$ cat config.mk
export PLATFORM = sky130hd
export DESIGN_NAME = vpu_ifetch
export DESIGN_NICKNAME = d
export VERILOG_FILES = /design/src/rtl/vpu_pkg.sv /design/src/rtl/vpu_ir_fifo.sv /design/src/rtl/vpu_ifetch.sv
export SDC_FILE = /design/constraint.sdc
export NUM_CORES = 1
export LEC_CHECK = 0
export BUFFER_PORTS_ARGS = -buffer_cell sky130_fd_sc_hd__buf_4
export CAP_MARGIN = 20
export CORE_ASPECT_RATIO = 0.75
export CORE_MARGIN = 1
export CORE_UTILIZATION = 49
export CTS_BUF_LIST = sky130_fd_sc_hd__clkbuf_4 sky130_fd_sc_hd__clkbuf_8
export DETAILED_ROUTE_END_ITERATION = 7
export PLACE_DENSITY = 0.86
export SYNTH_ARGS = -nofsm -noshare
export SYNTH_HDL_FRONTEND = slang
export SYNTH_SLANG_ARGS = --single-unit
$ cat constraint.sdc
create_clock -name clk -period 2.9 [get_ports clk]
set_clock_uncertainty 0.15 [all_clocks]
set_input_delay 0.725 -clock clk [delete_from_list [all_inputs] [get_ports clk]]
set_output_delay 0.725 -clock clk [all_outputs]
set_load 0.005 [all_outputs]
$ cat src/rtl/vpu_pkg.sv
// Shared definitions for the VPU front end: IR field layout, opcodes and fetch states.
package vpu_pkg;
  localparam int OPER_MSB = 31;
  localparam int OPER_LSB = 27;
  localparam int RDST_MSB = 26;
  localparam int RDST_LSB = 22;
  localparam int RSRC1_MSB = 21;
  localparam int RSRC1_LSB = 17;
  localparam int IMM_MODE_BIT = 16;
  localparam int RSRC2_MSB = 15;
  localparam int RSRC2_LSB = 0;

  localparam logic [4:0] OPC_MOVSGPR = 5'd0;
  localparam logic [4:0] OPC_MOVDGPR = 5'd1;
  localparam logic [4:0] OPC_MOVS    = 5'd2;
  localparam logic [4:0] OPC_MOVD    = 5'd3;
  localparam logic [4:0] OPC_ADD     = 5'd4;
  localparam logic [4:0] OPC_SUB     = 5'd5;
  localparam logic [4:0] OPC_MUL     = 5'd6;
  localparam logic [4:0] OPC_ROR     = 5'd7;
  localparam logic [4:0] OPC_RAND    = 5'd8;
  localparam logic [4:0] OPC_RXOR    = 5'd9;
  localparam logic [4:0] OPC_RNOT    = 5'd10;
  localparam logic [4:0] OPC_HALT    = 5'b11111;

  typedef enum logic [1:0] {
    ST_IDLE,
    ST_REQ,
    ST_WAIT,
    ST_HALTED
  } fetch_state_t;
endpackage

$ cat src/rtl/vpu_ir_fifo.sv
// DEPTH x W instruction buffer; write-after-push, head visible the cycle after push.
// Pop with an empty buffer is not allowed by the caller; head reads zero while empty.
module vpu_ir_fifo #(
  parameter int DEPTH = 2,
  parameter int W     = 32
) (
  input  logic                       clk,
  input  logic                       rst_n,
  input  logic                       clear,
  input  logic                       push,
  input  logic [W-1:0]               push_data,
  input  logic                       pop,
  output logic [W-1:0]               head,
  output logic [$clog2(DEPTH+1)-1:0] count,
  output logic                       empty,
  output logic                       full
);
  localparam int PTR_W = $clog2(DEPTH);
  localparam int CNT_W = $clog2(DEPTH + 1);

  logic [W-1:0]     mem [DEPTH];
  logic [PTR_W-1:0] wr_ptr;
  logic [PTR_W-1:0] rd_ptr;
  logic [CNT_W-1:0] count_q;

  // DEPTH is a power of two, so the pointers wrap on their own.
  always_ff @(posedge clk or negedge rst_n) begin
    if (!rst_n) begin
      wr_ptr  <= '0;
      rd_ptr  <= '0;
      count_q <= '0;
    end else if (clear) begin
      wr_ptr  <= '0;
      rd_ptr  <= '0;
      count_q <= '0;
    end else begin
      if (push) wr_ptr <= wr_ptr + PTR_W'(1);
      if (pop)  rd_ptr <= rd_ptr + PTR_W'(1);
      count_q <= count_q + CNT_W'(push) - CNT_W'(pop);
    end
  end

  always_ff @(posedge clk) begin
    if (push && !clear) mem[wr_ptr] <= push_data;
  end

  assign count = count_q;
  assign empty = (count_q == '0);
  assign full  = (count_q == CNT_W'(DEPTH));
  assign head  = empty ? '0 : mem[rd_ptr];
endmodule

$ cat src/rtl/vpu_ifetch.sv
// Sequential instruction fetch with one outstanding read, buffered IR issue, stop on HALT.
// First IR three cycles after start at memory latency 1; fetch pauses while the buffer is full.
module vpu_ifetch
  import vpu_pkg::*;
#(
  parameter int         ADDR_W  = 8,
  parameter int         DEPTH   = 2,
  parameter logic [4:0] OP_HALT = OPC_HALT
) (
  input  logic              clk,
  input  logic              rst_n,
  input  logic              start,
  input  logic [ADDR_W-1:0] start_pc,
  output logic              imem_req,
  output logic [ADDR_W-1:0] imem_addr,
  input  logic              imem_rvalid,
  input  logic [31:0]       imem_rdata,
  output logic              ir_valid,
  output logic [31:0]       ir_data,
  input  logic              ir_ready,
  output logic              busy,
  output logic              done,
  output logic [ADDR_W-1:0] pc
);
  localparam int CNT_W = $clog2(DEPTH + 1);

  fetch_state_t      state_q;
  logic [ADDR_W-1:0] pc_q;
  logic [CNT_W-1:0]  fifo_count;
  logic              fifo_empty;
  logic              fifo_full;
  logic              restart;
  logic              rsp;
  logic              is_halt;
  logic              push;
  logic              pop;

  assign restart = start && (state_q == ST_IDLE || state_q == ST_HALTED);
  // Responses outside WAIT are stale (pre-reset or pre-restart) and are dropped.
  assign rsp     = (state_q == ST_WAIT) && imem_rvalid;
  assign is_halt = (imem_rdata[OPER_MSB:OPER_LSB] == OP_HALT);
  assign push    = rsp && !is_halt && !fifo_full;
  assign pop     = ir_valid && ir_ready;

  assign imem_req  = (state_q == ST_REQ) && (fifo_count < CNT_W'(DEPTH));
  assign imem_addr = pc_q;
  assign pc        = pc_q;
  assign ir_valid  = !fifo_empty;
  assign busy      = (state_q == ST_REQ) || (state_q == ST_WAIT) || !fifo_empty;
  assign done      = (state_q == ST_HALTED) && fifo_empty;

  always_ff @(posedge clk or negedge rst_n) begin
    if (!rst_n) begin
      state_q <= ST_IDLE;
      pc_q    <= '0;
    end else begin
      case (state_q)
        ST_IDLE, ST_HALTED: begin
          if (start) begin
            pc_q    <= start_pc;
            state_q <= ST_REQ;
          end
        end
        ST_REQ: begin
          if (imem_req) state_q <= ST_WAIT;
        end
        ST_WAIT: begin
          if (imem_rvalid) begin
            if (is_halt) begin
              state_q <= ST_HALTED;
            end else begin
              pc_q    <= pc_q + ADDR_W'(1);
              state_q <= ST_REQ;
            end
          end
        end
        default: state_q <= ST_IDLE;
      endcase
    end
  end

  vpu_ir_fifo #(
    .DEPTH(DEPTH),
    .W    (32)
  ) u_ir_fifo (
    .clk      (clk),
    .rst_n    (rst_n),
    .clear    (restart),
    .push     (push),
    .push_data(imem_rdata),
    .pop      (pop),
    .head     (ir_data),
    .count    (fifo_count),
    .empty    (fifo_empty),
    .full     (fifo_full)
  );
endmodule

* Yosys cells after proc, flatten, opt, wreduce, memory -nomap -nowiden
Memory sizes are Yosys's and may differ from the RTL's.
Index checks and enable logic that the tools add are counted.
Widths: inputs -> output; s select.
** Cells by class
- $lt $le $gt $ge :: 1
- $add $sub $neg :: 5
- Eq/ne operators :: 9
- Muxes and demuxes :: 17
- Reductions and logical operators :: 23
** Operator list (count)
- $mux 32 :: 1
- $mux 8 :: 3
- $pmux 8 s2 :: 1
- $mux 2 :: 5
- $add 8x1->8 const B :: 1
- $logic_and 1x1->1 :: 8
- $ne 2x2->1 const B :: 4
- $eq 2x2->1 const B :: 3
- $mux 1 :: 6
- $pmux 2 s3 :: 1
- $reduce_bool 2->1 :: 3
- $eq 5x5->1 const B :: 1
- $logic_not 1->1 :: 4
- $logic_not 2->1 :: 2
- $reduce_and 4->1 :: 1
- $logic_or 1x1->1 :: 3
- $reduce_and 3->1 :: 1
- $add 1x1->1 const B :: 2
- $add 2x1->2 :: 1
- $eq 2x1->1 const B :: 1
- $lt 2x2->1 const B :: 1
- $reduce_or 2->1 :: 1
- $sub 2x1->2 :: 1
** Word-level totals
- Memories kept :: 1
- Output and inout port bits :: 52
- Register bits after elaboration :: 14
- Word-level logic and storage cells :: 61
- Bits of input ports :: 45
- Bits in writable memories :: 64
** Memories
- u_ir_fifo.mem :: depth 2, width 32, read ports 1, clocked after memory_dff 0, wr ports 1, line vpu_ir_fifo.sv:21 : logic [W-1:0] mem [DEPTH];

* Logic depth before layout (Yosys ltp)
- Depth after elaboration :: 7
- Mapped depth :: 8
- Depth with buffers taken out :: 7

* By module
Synthesis repeated with hierarchy kept, for this count alone.
** Second synthesis, totals
- Cells, all modules :: 257
- Area total of the unflattened synthesis :: 3489.6 µm²
** By module, submodules not included
- vpu_ir_fifo :: times used 1, sequential area each 2021.9 µm², area each 2667.6 µm², cells an instance 154
- vpu_ifetch :: times used 1, sequential area each 250.2 µm², area each 822.0 µm², cells an instance 103

* Least setup slack after synthesis
No wires, ideal clock.
- Path kind :: input port to flip-flop
- From :: in imem_rdata[30]
- To :: mem u_ir_fifo.mem[0][0], enable pin
- Slack :: -0.337 ns
- Stages on the path :: 4
- Buffers on the path :: 0
- Arrival time :: 2.666 ns
- Library setup time :: 0.421 ns
- Data required time :: 2.329 ns
- Cells stage by stage :: and4_4 a211oi_4 nand2_1 nor2_1
** On the way
- Longest elaborated chain between the ends :: 7
** Ends and longest elaborated chain
- start, declared :: line vpu_ifetch.sv:17 : input logic [31:0] imem_rdata,
- $eq 5x5->1 :: line vpu_ifetch.sv:41 : assign is_halt = (imem_rdata[OPER_MSB:OPER_LSB] == OP_HALT);
- $logic_not 1->1 :: line vpu_ifetch.sv:42 : assign push = rsp && !is_halt && !fifo_full;
- $logic_and 1x1->1 (2 in series) :: line vpu_ifetch.sv:42
- $logic_and 1x1->1 :: line vpu_ir_fifo.sv:44 : if (push && !clear) mem[wr_ptr] <= push_data;
- $mux 1 :: line vpu_ir_fifo.sv:44
- $mux 1 (implied by the code) :: line vpu_ir_fifo.sv:44
- end, declared :: line vpu_ir_fifo.sv:21
Every way passes these cells.

* Final worst setup path
- From :: reg state_q[0]
- To :: out busy
** On the way
- Longest elaborated chain between the ends :: 3
- Elaborated cells between the ends (all ways) :: 4
- Classes of those cells :: eq/ne: 2; reduce/logical: 2
** Ends and longest elaborated chain
- start, declared :: line vpu_ifetch.sv:27 : fetch_state_t state_q;
- start signal, assigned :: line vpu_ifetch.sv:54 : state_q <= ST_IDLE;
- start signal, assigned :: line vpu_ifetch.sv:61 : state_q <= ST_REQ;
- start signal, assigned :: line vpu_ifetch.sv:65 : if (imem_req) state_q <= ST_WAIT;
- $eq 2x1->1 or $eq 2x2->1 (tied branches) :: line vpu_ifetch.sv:49 : assign busy = (state_q == ST_REQ) || (state_q == ST_WAIT) || !fifo_empty;
- $logic_or 1x1->1 * (2 in series) :: line vpu_ifetch.sv:49
- end, declared :: line vpu_ifetch.sv:21 : output logic busy,
Every way passes the cells marked *; elsewhere a longest branch is shown, timed or not.

==> results.py <==
metrics = {
    "status": {
        "outcome": "finished, final reports clean",
    },
    "die": {
        "rows": 26,
        "initial_utilization_pct": 50.93,
        "dieArea_sq_mm": 0.007446,
        "dieHeight_um": 74.98,
        "die_w_um": 99.31,
        "ioPinCount": 97,
        "core_sq_mm": 0.006832,
    },
    "logic_synthesis": {
        "ys_ff_latch": 78,
        "async_flop_share_pct": 17.95,
        "syn_area_sq_mm": 0.003480,
        "synth_ff_type": "edfxtp_1",
        "avgSynthCellArea_sq_um": 13.81,
        "yosysWarnings": 0,
        "synth_cell_types": 43,
        "syn_inst": 252,
        "synth_edf_count": 64,
        "syn_nets": 302,
        "synth-seq-area-share_pct": 65.30,
    },
    "power_and_ir_drop": {
        "p_leak_uw": 0.001794,
        "ir_worst_vdd_v": 0.0005541,
        "p_per_area_mw_per_mm2": 904.1,
    },
    "timing": {
        "final.setup.tns_ns": 0,
        "fin_crit_ns": 2.432,
        "rsz0062_at_grt": "no",
        "final-max-slew-violation-count": 0,
        "max-slew-margin-rel_pct": 70.26,
        "max_freq_mhz": 411.1,
        "hold_viol_final": 0,
        "worst_pin_slew_ns": 0.4448,
        "finalCritPeriodShare_pct": 83.87,
        "setup_slack_ns": 0.4677,
        "setup_viol_count_final": 0,
    },
    "routing": {
        "wl_um": 7023,
        "route.met3.wl_um": 316,
        "via_count": 2262,
        "wl_met1_um": 3137,
        "post_drt_via_cell_ratio": 5.200,
        "first_pass_iters": 4,
        "antenna_left": 0,
        "top_layer": "met4",
        "drc_errors": 0,
        "wl_per_cell_um": 16.14,
        "dr_wl_met2_um": 3479,
        "first_iter_violations": 126,
    },
    "placement": {
        "gp_congestion": 0.7401,
        "pre_cts_ws_ns": 0.5549,
        "io_buffers": 96,
        "hpwlAfterDp_um": 4937,
    },
    "worst_setup_path": {
        "path_class": "reg2out",
        "worstPathRequired_ns": 2.03,
        "crit_path_start_kind": "flop",
        "crit_fanout": 10,
        "crit_arrival_ns": 1.56,
        "end_kind": "output pin",
        "reg2reg_depth": 8,
    },
    "min_path": {
        "timing.hold.worst.class": "in2async",
    },
    "cells_and_area": {
        "drive_above_1_share_pct": 38.18,
        "antenna_cells": 0,
        "syn_to_final_growth_pct": 27.94,
        "fin_nets": 396,
        "n_fill_cell": 500,
        "fin_util_pct": 65.16,
    },
    "clock_network": {
        "cts_tree": "yes",
        "cts_sinks": 78,
        "cts.path.max_buffers": 2,
        "clkTransAtPathRegs_ns": 0.08,
        "root_buffer": "clkbuf_8",
        "post_cts.repair.setup_buffers": 0,
        "cts_resized": 0,
        "htree_num_levels": 3,
        "hold_buffers": 0,
        "clock_latency_ns": 0.35,
        "cts_inserted_buffers": 9,
    },
    "job": {
        "maxCapViolCount": 0,
    },
    "grt": {
        "grt_pass1_wl_um": 10710,
        "grt_max_degree": 33,
        "overflow": 0,
        "antenna_found_initial": 0,
        "grt_usage_pct": 19.55,
        "grt_pass1_vias": 2194,
    },
}
-- cell usage after synthesis, types with 4 or more instances --
master	count	area share, %
nor3_1	4	0.58
a2bb2oi_1	4	1.0
buf_4	10	2.2
o21ai_0	9	1.3
mux2i_1	33	9.5
buf_2	4	0.58
ha_1	5	1.8
nor2_1	37	4.0
a21oi_1	7	1.0
clkbuf_1	5	0.54
nand3_1	5	0.72
nand2_1	5	0.54
inv_1	8	0.86
dfrtp_1	14	10
edfxtp_1	64	55
-- critical path: stages, from the launching register on --
cell and delay [ns]:
dfrtp_1 0.41, inv_1 0.06, ha_1 0.47, nand2_1 0.12, buf_4 0.15
-- worst paths after layout --
path | from | endpoint | slack [ns]
min in group clk | imem_rdata[3] | u_ir_fifo.mem[0][3]$_DFFE_PP_ | 0.40
worst max-delay path | state_q[0]$_DFFE_PN0P_ | busy | 0.47
worst min register to register | state_q[0]$_DFFE_PN0P_ | state_q[0]$_DFFE_PN0P_ | 0.48
max in group asynchronous | rst_n | u_ir_fifo.rd_ptr$_DFFE_PN0P_ | 2.34
worst max register to register | u_ir_fifo.count[1]$_DFF_PN0_ | u_ir_fifo.count[1]$_DFF_PN0_ | 0.78
worst min-delay path | rst_n | imem_addr[4]$_DFFE_PN0P_ | 0.06
-- registers in the layout, indices dropped and copies added (netlist names) --
name and cells:
u_ir_fifo.mem 64, imem_addr 8, state_q 2, u_ir_fifo.count 2, u_ir_fifo.rd_ptr 1, u_ir_fifo.wr_ptr 1
-- logic make-up (layout without fill, tap and decap cells) --
group / count (synthesis) / in the layout / synth area share, %
flops: 78 / 78 / 65.30
simple gates: 68 / 68 / 9.889
compound gates: 34 / 34 / 7.479
mux: 33 / 33 / 9.493
buf+inv: 29 / 128 / 4.782
fa+ha+maj: 5 / 5 / 1.798
xor+xnor: 5 / 5 / 1.259
-- cell usage in the layout, fill, tap and decap left out, drive strengths merged, types with 2 or more instances in the layout --
cell / netlist / layout
dfrtp: 14 / 14
o211ai: 2 / 2
edfxtp: 64 / 64
clkinvlp: 0 / 3
a211oi: 2 / 2
and3: 2 / 2
and4: 2 / 2
a21oi: 7 / 7
nor2: 38 / 38
xnor2: 3 / 3
inv: 8 / 10
nand2: 7 / 7
mux2i: 33 / 33
and2: 2 / 2
xor2: 2 / 2
a2bb2oi: 4 / 4
nor2b: 2 / 2
nand2b: 2 / 2
ha: 5 / 5
o21ai: 10 / 10
o22ai: 3 / 3
clkbuf: 5 / 10
buf: 16 / 104
nand3: 5 / 5
nand4: 2 / 2
nor3: 4 / 4
-- area by class of cell --
type                       instances  area [sq um]  area share, %
inverter                           8         30.03         0.6745
timing repair buffer             104         793.3          17.82
multi-input combinational        145          1049          23.55
clock buffer                      10         131.4          2.951
clock inverter                     6         70.07          1.574
sequential                        78          2273          51.07
tap                               84         105.1          2.361
-- stage by stage --
step                      total power [uW]  std cells  instance area, sq um  hold WS [ns]
after global routing                  4262        435                  4452       0.05484
after global placement                3176        419                  4250        0.4202
after detailed placement              3225        419                  4250        0.4415
after CTS                             4055        435                  4452       0.04978
final                                 4025        435                  4452       0.05934
after floorplan                       2536        252                  3482        0.2794
-- routing by layer --
metal	vias to the layer above	GRT usage, %
li1	1099	-
met1	1081	24.55
met2	73	33.26
met3	9	5.014
met4	0	7.843
met5	-	0
-- power breakdown --
part | leakage (uW) | total (uW) | internal [uW] | switching (uW)
registers | 0.000745 | 1500 | 1350 | 147
clock network | 0.0000929 | 823 | 413 | 411
logic | 0.000956 | 1700 | 883 | 822
total | 0.00179 | 4020 | 2650 | 1380
No activity file was read; power rests on OpenSTA's default activity.
